[src/rtl/mips_pkg.sv]
// Shared encodings for the MIPS execute stage: ALU ops, forwarding selects,
// and the iterative multiplier's state type.
package mips_pkg;

  localparam logic [2:0] ALU_AND = 3'b000;
  localparam logic [2:0] ALU_OR  = 3'b001;
  localparam logic [2:0] ALU_ADD = 3'b010;
  localparam logic [2:0] ALU_SUB = 3'b110;
  localparam logic [2:0] ALU_SLT = 3'b111;

  localparam logic [1:0] FWD_RF  = 2'b00;
  localparam logic [1:0] FWD_WB  = 2'b01;
  localparam logic [1:0] FWD_MEM = 2'b10;

  typedef enum logic [1:0] {
    MULT_IDLE = 2'b00,
    MULT_BUSY = 2'b01,
    MULT_DONE = 2'b10
  } mult_state_t;

endpackage

[src/rtl/mult_iter.sv]
// Iterative 32-cycle shift-add multiplier (low 32 bits of the product).
// busy covers the start cycle plus the 32 iterations; done is a one-cycle pulse.
module mult_iter
  import mips_pkg::*;
(
  input  logic        clk,
  input  logic        reset,
  input  logic        start,
  input  logic [31:0] a,
  input  logic [31:0] b,
  output logic        busy,
  output logic        done,
  output logic [31:0] product
);

  mult_state_t state_q, state_d;
  logic [5:0]  cnt_q;
  logic [31:0] mcand_q, mplier_q, prod_q;

  always_comb begin
    state_d = state_q;
    busy    = 1'b0;
    done    = 1'b0;
    case (state_q)
      MULT_IDLE: if (start) begin
        busy    = 1'b1;
        state_d = MULT_BUSY;
      end
      MULT_BUSY: begin
        busy = 1'b1;
        if (cnt_q == 6'd31) state_d = MULT_DONE;
      end
      MULT_DONE: begin
        done    = 1'b1;
        state_d = MULT_IDLE;
      end
      default: state_d = MULT_IDLE;
    endcase
  end

  always_ff @(posedge clk or negedge reset) begin
    if (!reset) begin
      state_q  <= MULT_IDLE;
      cnt_q    <= '0;
      mcand_q  <= '0;
      mplier_q <= '0;
      prod_q   <= '0;
    end else begin
      state_q <= state_d;
      if (state_q == MULT_IDLE && start) begin
        mcand_q  <= a;
        mplier_q <= b;
        prod_q   <= '0;
        cnt_q    <= '0;
      end else if (state_q == MULT_BUSY) begin
        // Bits shifted past 31 are dropped: only the low word is kept.
        if (mplier_q[0]) prod_q <= prod_q + mcand_q;
        mcand_q  <= mcand_q << 1;
        mplier_q <= mplier_q >> 1;
        cnt_q    <= cnt_q + 6'd1;
      end
    end
  end

  assign product = prod_q;

endmodule

[src/rtl/instr_execute.sv]
// MIPS EX stage: forwarding muxes, ALU, and the EX/MEM pipeline register.
// Define MULT_EXEC_EN to build the iterative multiplier and its stall.
module instr_execute
  import mips_pkg::*;
(
  input  logic        clk,
  input  logic        reset,
  input  logic        id_ex_mem_to_reg_wr,
  input  logic        id_ex_mem_wr_en,
  input  logic        id_ex_alu_src_sel,
  input  logic        id_ex_reg_wr_en,
  input  logic        id_ex_mult_start,
  input  logic [2:0]  id_ex_alu_ctrl,
  input  logic [4:0]  id_ex_reg_wr_addr,
  input  logic [4:0]  id_ex_rs,
  input  logic [4:0]  id_ex_rt,
  input  logic [31:0] id_ex_reg_data1,
  input  logic [31:0] id_ex_reg_data2,
  input  logic [31:0] id_ex_sign_imm_ext,
  input  logic [1:0]  forwardA_ex,
  input  logic [1:0]  forwardB_ex,
  input  logic [31:0] mem_alu_result,
  input  logic [31:0] wb_result,
  output logic [4:0]  ex_rs,
  output logic [4:0]  ex_rt,
  output logic [4:0]  ex_reg_wr_addr,
  output logic        ex_mem_to_reg_wr_c,
  output logic        ex_reg_wr_en_c,
  output logic        ex_stall,
  output logic [31:0] ex_mem_alu_result,
  output logic [31:0] ex_mem_wr_data,
  output logic [4:0]  ex_mem_reg_wr_addr,
  output logic        ex_mem_reg_wr_en,
  output logic        ex_mem_mem_to_reg_wr,
  output logic        ex_mem_mem_wr_en
);

  logic [31:0] src_a, fwd_b, src_b, alu_out, ex_result;
  logic        mult_done;
  logic [31:0] mult_product;

  assign ex_rs              = id_ex_rs;
  assign ex_rt              = id_ex_rt;
  assign ex_reg_wr_addr     = id_ex_reg_wr_addr;
  assign ex_mem_to_reg_wr_c = id_ex_mem_to_reg_wr;
  assign ex_reg_wr_en_c     = id_ex_reg_wr_en;

  always_comb begin
    case (forwardA_ex)
      FWD_WB:  src_a = wb_result;
      FWD_MEM: src_a = mem_alu_result;
      default: src_a = id_ex_reg_data1;
    endcase
    case (forwardB_ex)
      FWD_WB:  fwd_b = wb_result;
      FWD_MEM: fwd_b = mem_alu_result;
      default: fwd_b = id_ex_reg_data2;
    endcase
  end

  assign src_b = id_ex_alu_src_sel ? id_ex_sign_imm_ext : fwd_b;

  always_comb begin
    case (id_ex_alu_ctrl)
      ALU_ADD: alu_out = src_a + src_b;
      ALU_SUB: alu_out = src_a - src_b;
      ALU_AND: alu_out = src_a & src_b;
      ALU_OR:  alu_out = src_a | src_b;
      ALU_SLT: alu_out = {31'd0, $signed(src_a) < $signed(src_b)};
      default: alu_out = '0;
    endcase
  end

`ifdef MULT_EXEC_EN
  mult_iter u_mult (
    .clk     (clk),
    .reset   (reset),
    .start   (id_ex_mult_start),
    .a       (src_a),
    .b       (fwd_b),
    .busy    (ex_stall),
    .done    (mult_done),
    .product (mult_product)
  );
`else
  logic unused_mult;
  assign unused_mult  = id_ex_mult_start;
  assign ex_stall     = 1'b0;
  assign mult_done    = 1'b0;
  assign mult_product = '0;
`endif

  assign ex_result = mult_done ? mult_product : alu_out;

  always_ff @(posedge clk or negedge reset) begin
    if (!reset) begin
      ex_mem_alu_result    <= '0;
      ex_mem_wr_data       <= '0;
      ex_mem_reg_wr_addr   <= '0;
      ex_mem_reg_wr_en     <= 1'b0;
      ex_mem_mem_to_reg_wr <= 1'b0;
      ex_mem_mem_wr_en     <= 1'b0;
    end else if (ex_stall) begin
      // Bubble while the multiplier holds the front of the pipe.
      ex_mem_alu_result    <= '0;
      ex_mem_wr_data       <= '0;
      ex_mem_reg_wr_addr   <= '0;
      ex_mem_reg_wr_en     <= 1'b0;
      ex_mem_mem_to_reg_wr <= 1'b0;
      ex_mem_mem_wr_en     <= 1'b0;
    end else begin
      ex_mem_alu_result    <= ex_result;
      ex_mem_wr_data       <= fwd_b;
      ex_mem_reg_wr_addr   <= id_ex_reg_wr_addr;
      ex_mem_reg_wr_en     <= id_ex_reg_wr_en;
      ex_mem_mem_to_reg_wr <= id_ex_mem_to_reg_wr;
      ex_mem_mem_wr_en     <= id_ex_mem_wr_en;
    end
  end

endmodule

[config.mk]
export PLATFORM = sky130hd
export DESIGN_NAME = instr_execute
export DESIGN_NICKNAME = d
export VERILOG_FILES = /design/src/rtl/mips_pkg.sv /design/src/rtl/mult_iter.sv /design/src/rtl/instr_execute.sv
export SDC_FILE = /design/constraint.sdc
export NUM_CORES = 1
export LEC_CHECK = 0
export CAP_MARGIN = 5
export CORE_MARGIN = 1.5
export CORE_UTILIZATION = 52
export DETAILED_ROUTE_END_ITERATION = 10
export GPL_ROUTABILITY_DRIVEN = 0
export PLACE_DENSITY = 0.89
export SLEW_MARGIN = 10
export SYNTH_ARGS = -nofsm -noshare
export SYNTH_HDL_FRONTEND = slang
export SYNTH_HIERARCHICAL = 1
export SYNTH_SLANG_ARGS = --single-unit
export TNS_END_PERCENT = 50
[constraint.sdc]
create_clock -name clk -period 1.7 [get_ports clk]
set_clock_uncertainty 0.15 [all_clocks]
set_input_delay 0.34 -clock clk [delete_from_list [all_inputs] [get_ports clk]]
set_output_delay 0.34 -clock clk [all_outputs]
set_load 0.02 [all_outputs]
==> results of run 1 <==
## synthesized netlist by cell type, types with 6 or more instances
library cell / count
a22oi_1: 69
o21ai_0: 113
a31oi_1: 6
o22ai_1: 24
buf_2: 8
clkbuf_1: 50
inv_1: 139
nand4_1: 7
o21bai_1: 15
xor2_1: 9
a21oi_1: 109
nand2_1: 105
o21a_1: 11
nand3_1: 15
a21o_1: 12
ha_1: 106
o31ai_1: 6
nor2b_1: 8
mux2i_1: 13
or3_1: 6
buf_1: 10
nor3_1: 15
xnor2_1: 23
nor2_1: 88
dfrtp_1: 72
nand2b_1: 8
buf_4: 21
## repair_timing
item,4_1_cts
endpoints found under the hold margin,72
hold buffers,1
gates resized for setup,283
setup buffers,36
endpoints found under the setup margin,143
pin swaps,82
## cell families after synthesis
kind of cell    count (synthesis)
simple gates                  279
compound gates                420
other cells                     1
mux                            13
buf+inv                       233
fa+ha+maj                     108
flops                          72
xor+xnor                       32
## through the flow
stage | setup TNS (ns) | hold slack, ns | util [%] | std cells | cell area (sq um)
floorplan | -50.56 | -0.1056 | - | 1158 | 8683
CTS | -54.12 | 0.2881 | 92.25 | 1924 | 14710
global placement | -96.99 | 0.2345 | 85.26 | 1871 | 13590
detailed placement | -104.92 | 0.2423 | 85.26 | 1871 | 13590
## layer usage
layer  GRT overflow  GRT usage, %
met3              0         65.19
met1              1         77.52
met2             38         92.89
met5              0         26.76
met4             45         83.19
==> results.tsv, run 1 <==
stage	metric	value	unit
outcome	status	aborted with a tool error	
outcome	flow.stopped_at	5_1_grt	
outcome	stop_error	[ERROR GRT-0116] Global routing finished with congestion. Check the congestion regions in the DRC Viewer.	
global_routing	track_usage	78.48	%
logic_synthesis	synth_xor_area_share	3.292	%
logic_synthesis	synth-edff-count	0	
logic_synthesis	yosys_most_used_dff	dfrtp_1	
logic_synthesis	syn_avg_cell_area	7.353	sq um
logic_synthesis	synth_seq_cells	72	
clock_network	cts.sinks	72	
global_routing	grt_start_max_net_pins	73	
floorplan	start_util	53.41	%
logic_synthesis	ys_warn_count	6	
logic_synthesis	synthCells	1158	
logic_synthesis	synth.top_cell.area_share	21.16	%
clock_network	cts_buffers	9	
logic_synthesis	yosysSeqAreaShare	21.16	%
logic_synthesis	yosysTopAreaCell	dfrtp_1	
floorplan	die_y	131.0	um
global_routing	grt_first_pass_wirelength	100.1	mm
logic_synthesis	synthAdderAreaFrac	16.05	%
logic_synthesis	ys_top_cells_by_area	dfrtp_1, ha_1, o21ai_0	
place	io_buffers	256	
logic_synthesis	synthMuxAreaShare	1.528	%
place	pre_cts_ws	-3.065	ns
floorplan	die_width	131.0	um
logic_synthesis	ys_async_sr_fraction	100.0	%
logic_synthesis	synth_top_family_by_area	compound AO/OA/AOI/OAI gates	
global_routing	first_global_vias	16050	
logic_synthesis	syn-cell-area	8514	sq um
floorplan	pin_count	279	
logic_synthesis	syn-num-nets	1455	
global_routing	gr-total-overflow	84	
place	dp_hpwl	31.56	mm
clock_network	clockRootBuffer	clkbuf_16	
clock_network	clockBufferDepth	2	
floorplan	rows	46	
logic_synthesis	synth.distinct_cells	77	
logic_synthesis	synth-simple-area-share	14.72	%
logic_synthesis	synth_compound_area_share	31.58	%
clock_network	htree_levels	3	
==> inputs of run 2 (changes only) <==
--- a/config.mk
+++ b/config.mk
@@ -7,10 +7,10 @@
 export LEC_CHECK = 0
 export CAP_MARGIN = 5
 export CORE_MARGIN = 1.5
-export CORE_UTILIZATION = 52
+export CORE_UTILIZATION = 40
 export DETAILED_ROUTE_END_ITERATION = 10
 export GPL_ROUTABILITY_DRIVEN = 0
-export PLACE_DENSITY = 0.89
+export PLACE_DENSITY_LB_ADDON = 0.15
 export SLEW_MARGIN = 10
 export SYNTH_ARGS = -nofsm -noshare
 export SYNTH_HDL_FRONTEND = slang
==> results.tsv, run 2 <==
stage	metric	value	unit	change
logic_synthesis	synth_xor_area_share	3.292	%	unchanged
sta	rsz0062_at_grt	yes		
critical_path	slowest_stage	or4_4		
detailed_routing	drc	0		
sta	post-route-period-util	220.7	%	
cells_and_area	layout_common_cells	buf_4, clkdlybuf4s50_1, inv_1		
critical_path	worstSetupPathType	input port to flip-flop		
logic_synthesis	synthMuxAreaShare	1.528	%	unchanged
min_path	worstHoldStart	id_ex_mem_wr_en		
global_routing	gr-total-overflow	0		
critical_path	cp_cell_sequence	buf_6 > buf_6 > ha_4 > buf_6 > buf_6 > nor2_4 > a21oi_2 > o21ai_2 > ha_1 > or4_4 > buf_6 > a2111oi_4 > a211oi_2 > buf_4 > o21bai_1 > a21oi_1 > o21ai_1 > xor2_1 > o22ai_2		
clock_network	cts_tree	done		
outcome	violations	negative setup slack		
power	pwr-share-seq	16.7	%	
sta	tightest_slew	0.7616	ns	
global_routing	first_global_vias	11100		
cells_and_area	final_cell_area	15720	sq um	
place	dp_hpwl	27.47	mm	-13%
power	pwr-share-clk	20.1	%	
detailed_routing	ant_nets	0		
floorplan	dieArea	22170	sq um	
logic_synthesis	synthCells	1158		unchanged
min_path	hold_path_class	input port to flip-flop		
critical_path	cp.arrival	3.81	ns	
logic_synthesis	yosysTopAreaCell	dfrtp_1		
logic_synthesis	ys_top_cells_by_area	dfrtp_1, ha_1, o21ai_0		
sta	fin_tns_setup	-54.71	ns	
critical_path	critPathLaunchType	input port		
power	ir_drop	0.0005085	V	
power	pwr-share-comb	63.2	%	
critical_path	cp.required	1.76	ns	
detailed_routing	drt_first_pass_iters	5		
floorplan	start_util	40.63	%	-13 points
sta	setup_slack	-2.052	ns	
detailed_routing	num_vias	11170		
detailed_routing	via_per_inst	5.509		
power	switchingPower	4.727	mW	
critical_path	worstSetupEndpointType	flip-flop		
power	power_leakage	7.530	nW	
floorplan	die_width	148.9	um	+14%
clock_network	clockRootBuffer	clkbuf_16		
logic_synthesis	synth.most_common_cell	inv_1		
sta	setup_viol	33		
floorplan	coreArea	20960	sq um	
floorplan	die_y	148.9	um	+14%
logic_synthesis	syn_avg_cell_area	7.353	sq um	unchanged
clock_network	clkTransAtPathRegs	0.07	ns	
logic_synthesis	synth.top_cell.area_share	21.16	%	unchanged
cells_and_area	syn_to_final_growth	84.63	%	
logic_synthesis	syn-cell-area	8514	sq um	unchanged
clock_network	cts_buffers	9		unchanged
min_path	hold_end	ex_mem_mem_wr_en$_DFF_PN0_		
logic_synthesis	synth-simple-area-share	14.72	%	unchanged
critical_path	slowest_delay	0.57	ns	
power	powerDensity	753.1	nW/um^2	
critical_path	crit_path_frequent_cell	buf_6		
global_routing	grt_first_pass_wirelength	57.51	mm	
logic_synthesis	ys_warn_count	6		unchanged
sta	hold_viol	0		
sta	slew_headroom	48.69	%	
cells_and_area	top_regs	ex_mem_alu_result (32), ex_mem_wr_data (32), ex_mem_reg_wr_addr (5)		
outcome	status	complete, but fails checks		
clock_network	cts.sinks	72		unchanged
cells_and_area	antennaDiodeCount	0		
place	io_buffers	256		unchanged
sta	hold_slack	0.2667	ns	
sta	period_minus_slack	3.752	ns	
cells_and_area	nets	2045		
floorplan	rows	53		+15%
power	p_sw_share	39.93	%	
critical_path	worstPathMaxFanout	8		
cells_and_area	utilization	75.02	%	
power	p_int	7.112	mW	
place	place_area	13800	sq um	+1.5%
sta	slew_viol_final	0		
detailed_routing	drtIter0Drc	953		
global_routing	grt_start_max_net_pins	73		
logic_synthesis	yosys_most_used_dff	dfrtp_1		
sta	fmax	0.2666	GHz	
logic_synthesis	synth.distinct_cells	77		unchanged
logic_synthesis	synth_top_cells_by_count	inv_1, o21ai_0, a21oi_1, ha_1, nand2_1		
global_routing	track_usage	33.14	%	
clock_network	clockBufferDepth	2		unchanged
logic_synthesis	synth_compound_area_share	31.58	%	unchanged
logic_synthesis	ys_async_sr_fraction	100.0	%	unchanged
detailed_routing	wirelength	38.37	mm	
power	fin_total_pwr	11.84	mW	
cells_and_area	layout-drive-gt1-share	36.79	%	
min_path	whs_path_depth	1		
detailed_routing	drt-wirelength-per-cell	18.92	um	
logic_synthesis	synthAdderAreaFrac	16.05	%	unchanged
logic_synthesis	synth-edff-count	0		unchanged
flow_run	cap_violations	0		
logic_synthesis	synth_top_family_by_area	compound AO/OA/AOI/OAI gates		
global_routing	antenna_found_initial	0		
clock_network	htree_levels	3		unchanged
cells_and_area	final_common_cell	buf_4		
logic_synthesis	synth_seq_cells	72		unchanged
logic_synthesis	syn-num-nets	1455		unchanged
logic_synthesis	yosysSeqAreaShare	21.16	%	unchanged
floorplan	pin_count	279		unchanged
[run 2: cell type report]
type	count	area [sq um]
flip-flops and latches	72	1802
clock inverters	5	102.6
clock buffers	11	252.7
multi-input cells	853	6842
inverters	141	539.3
well taps	275	344.1
repair buffers	671	5838
fillers	1606	5235
[run 2: cell families after synthesis]
logic type | Yosys count
AO/OA/AOI/OAI | 420
AND/OR/NAND/NOR | 279
buffers and inverters | 233
adder cells (fa/ha/maj) | 108
flip-flops | 72
XOR/XNOR | 32
multiplexers | 13
other | 1
[run 2: timing repair]
item	4_1_cts	5_1_grt
cloned	3	0
hold buffers	1	0
endpoints found under the hold margin	72	0
pin swaps	109	67
resized for setup	294	81
buffers inserted	44	21
endpoints found under the setup margin	141	34
[run 2: critical path: cells and delay by family]
family | cells | cell delay [ns]
adders and majority gates | 2 | 0.65
and+or+nand+nor | 2 | 0.60
AOI/OAI and AO/OA | 8 | 1.23
xor gates and xnor gates | 1 | 0.21
buffers and inverters | 6 | 0.78
[run 2: stage by stage]
| step | instances | worst slack [ns] |
|---|---|---|
| global route | 2028 | -2.122 |
| floorplan | 1158 | -1.975 |
| finish | 2028 | -2.052 |
| CTS | 2010 | -2.023 |
| global placement | 1948 | -2.952 |
| detailed placement | 1948 | -3.135 |
[run 2: layer usage]
metal,vias to the layer above,share of wire (%),track usage (%),routed length (um)
li1,5189,-,-,-
met1,5285,40,42.06,15420
met2,574,48,55.86,18360
met3,124,8.3,6.147,3184
met4,0,3.7,12.13,1408
met5,-,0,0,0
[run 2: worst max path at each step]
stage	cells past startpoint	to	start
after floorplan	17	ex_mem_alu_result[30]$_DFF_PN0_	forwardB_ex[0]
after global placement	18	ex_mem_alu_result[30]$_DFF_PN0_	forwardB_ex[0]
after detailed placement	19	ex_mem_alu_result[17]$_DFF_PN0_	forwardB_ex[0]
after CTS	17	ex_mem_alu_result[30]$_DFF_PN0_	forwardB_ex[1]
after global routing	19	ex_mem_alu_result[16]$_DFF_PN0_	forwardB_ex[1]
final	19	ex_mem_alu_result[16]$_DFF_PN0_	forwardB_ex[1]
[run 2: power groups by stage]
stage	logic (mW)	registers [mW]	clock network (mW)
2_1_floorplan	2.85	2.30	0
3_3_place_gp	6.12	2.02	0
3_5_place_dp	6.21	2.02	0
4_1_cts	6.79	1.98	2.40
5_1_grt	7.93	2.00	2.47
6_report	7.48	1.98	2.38
Note: power is estimated with default switching activity, not from simulation.
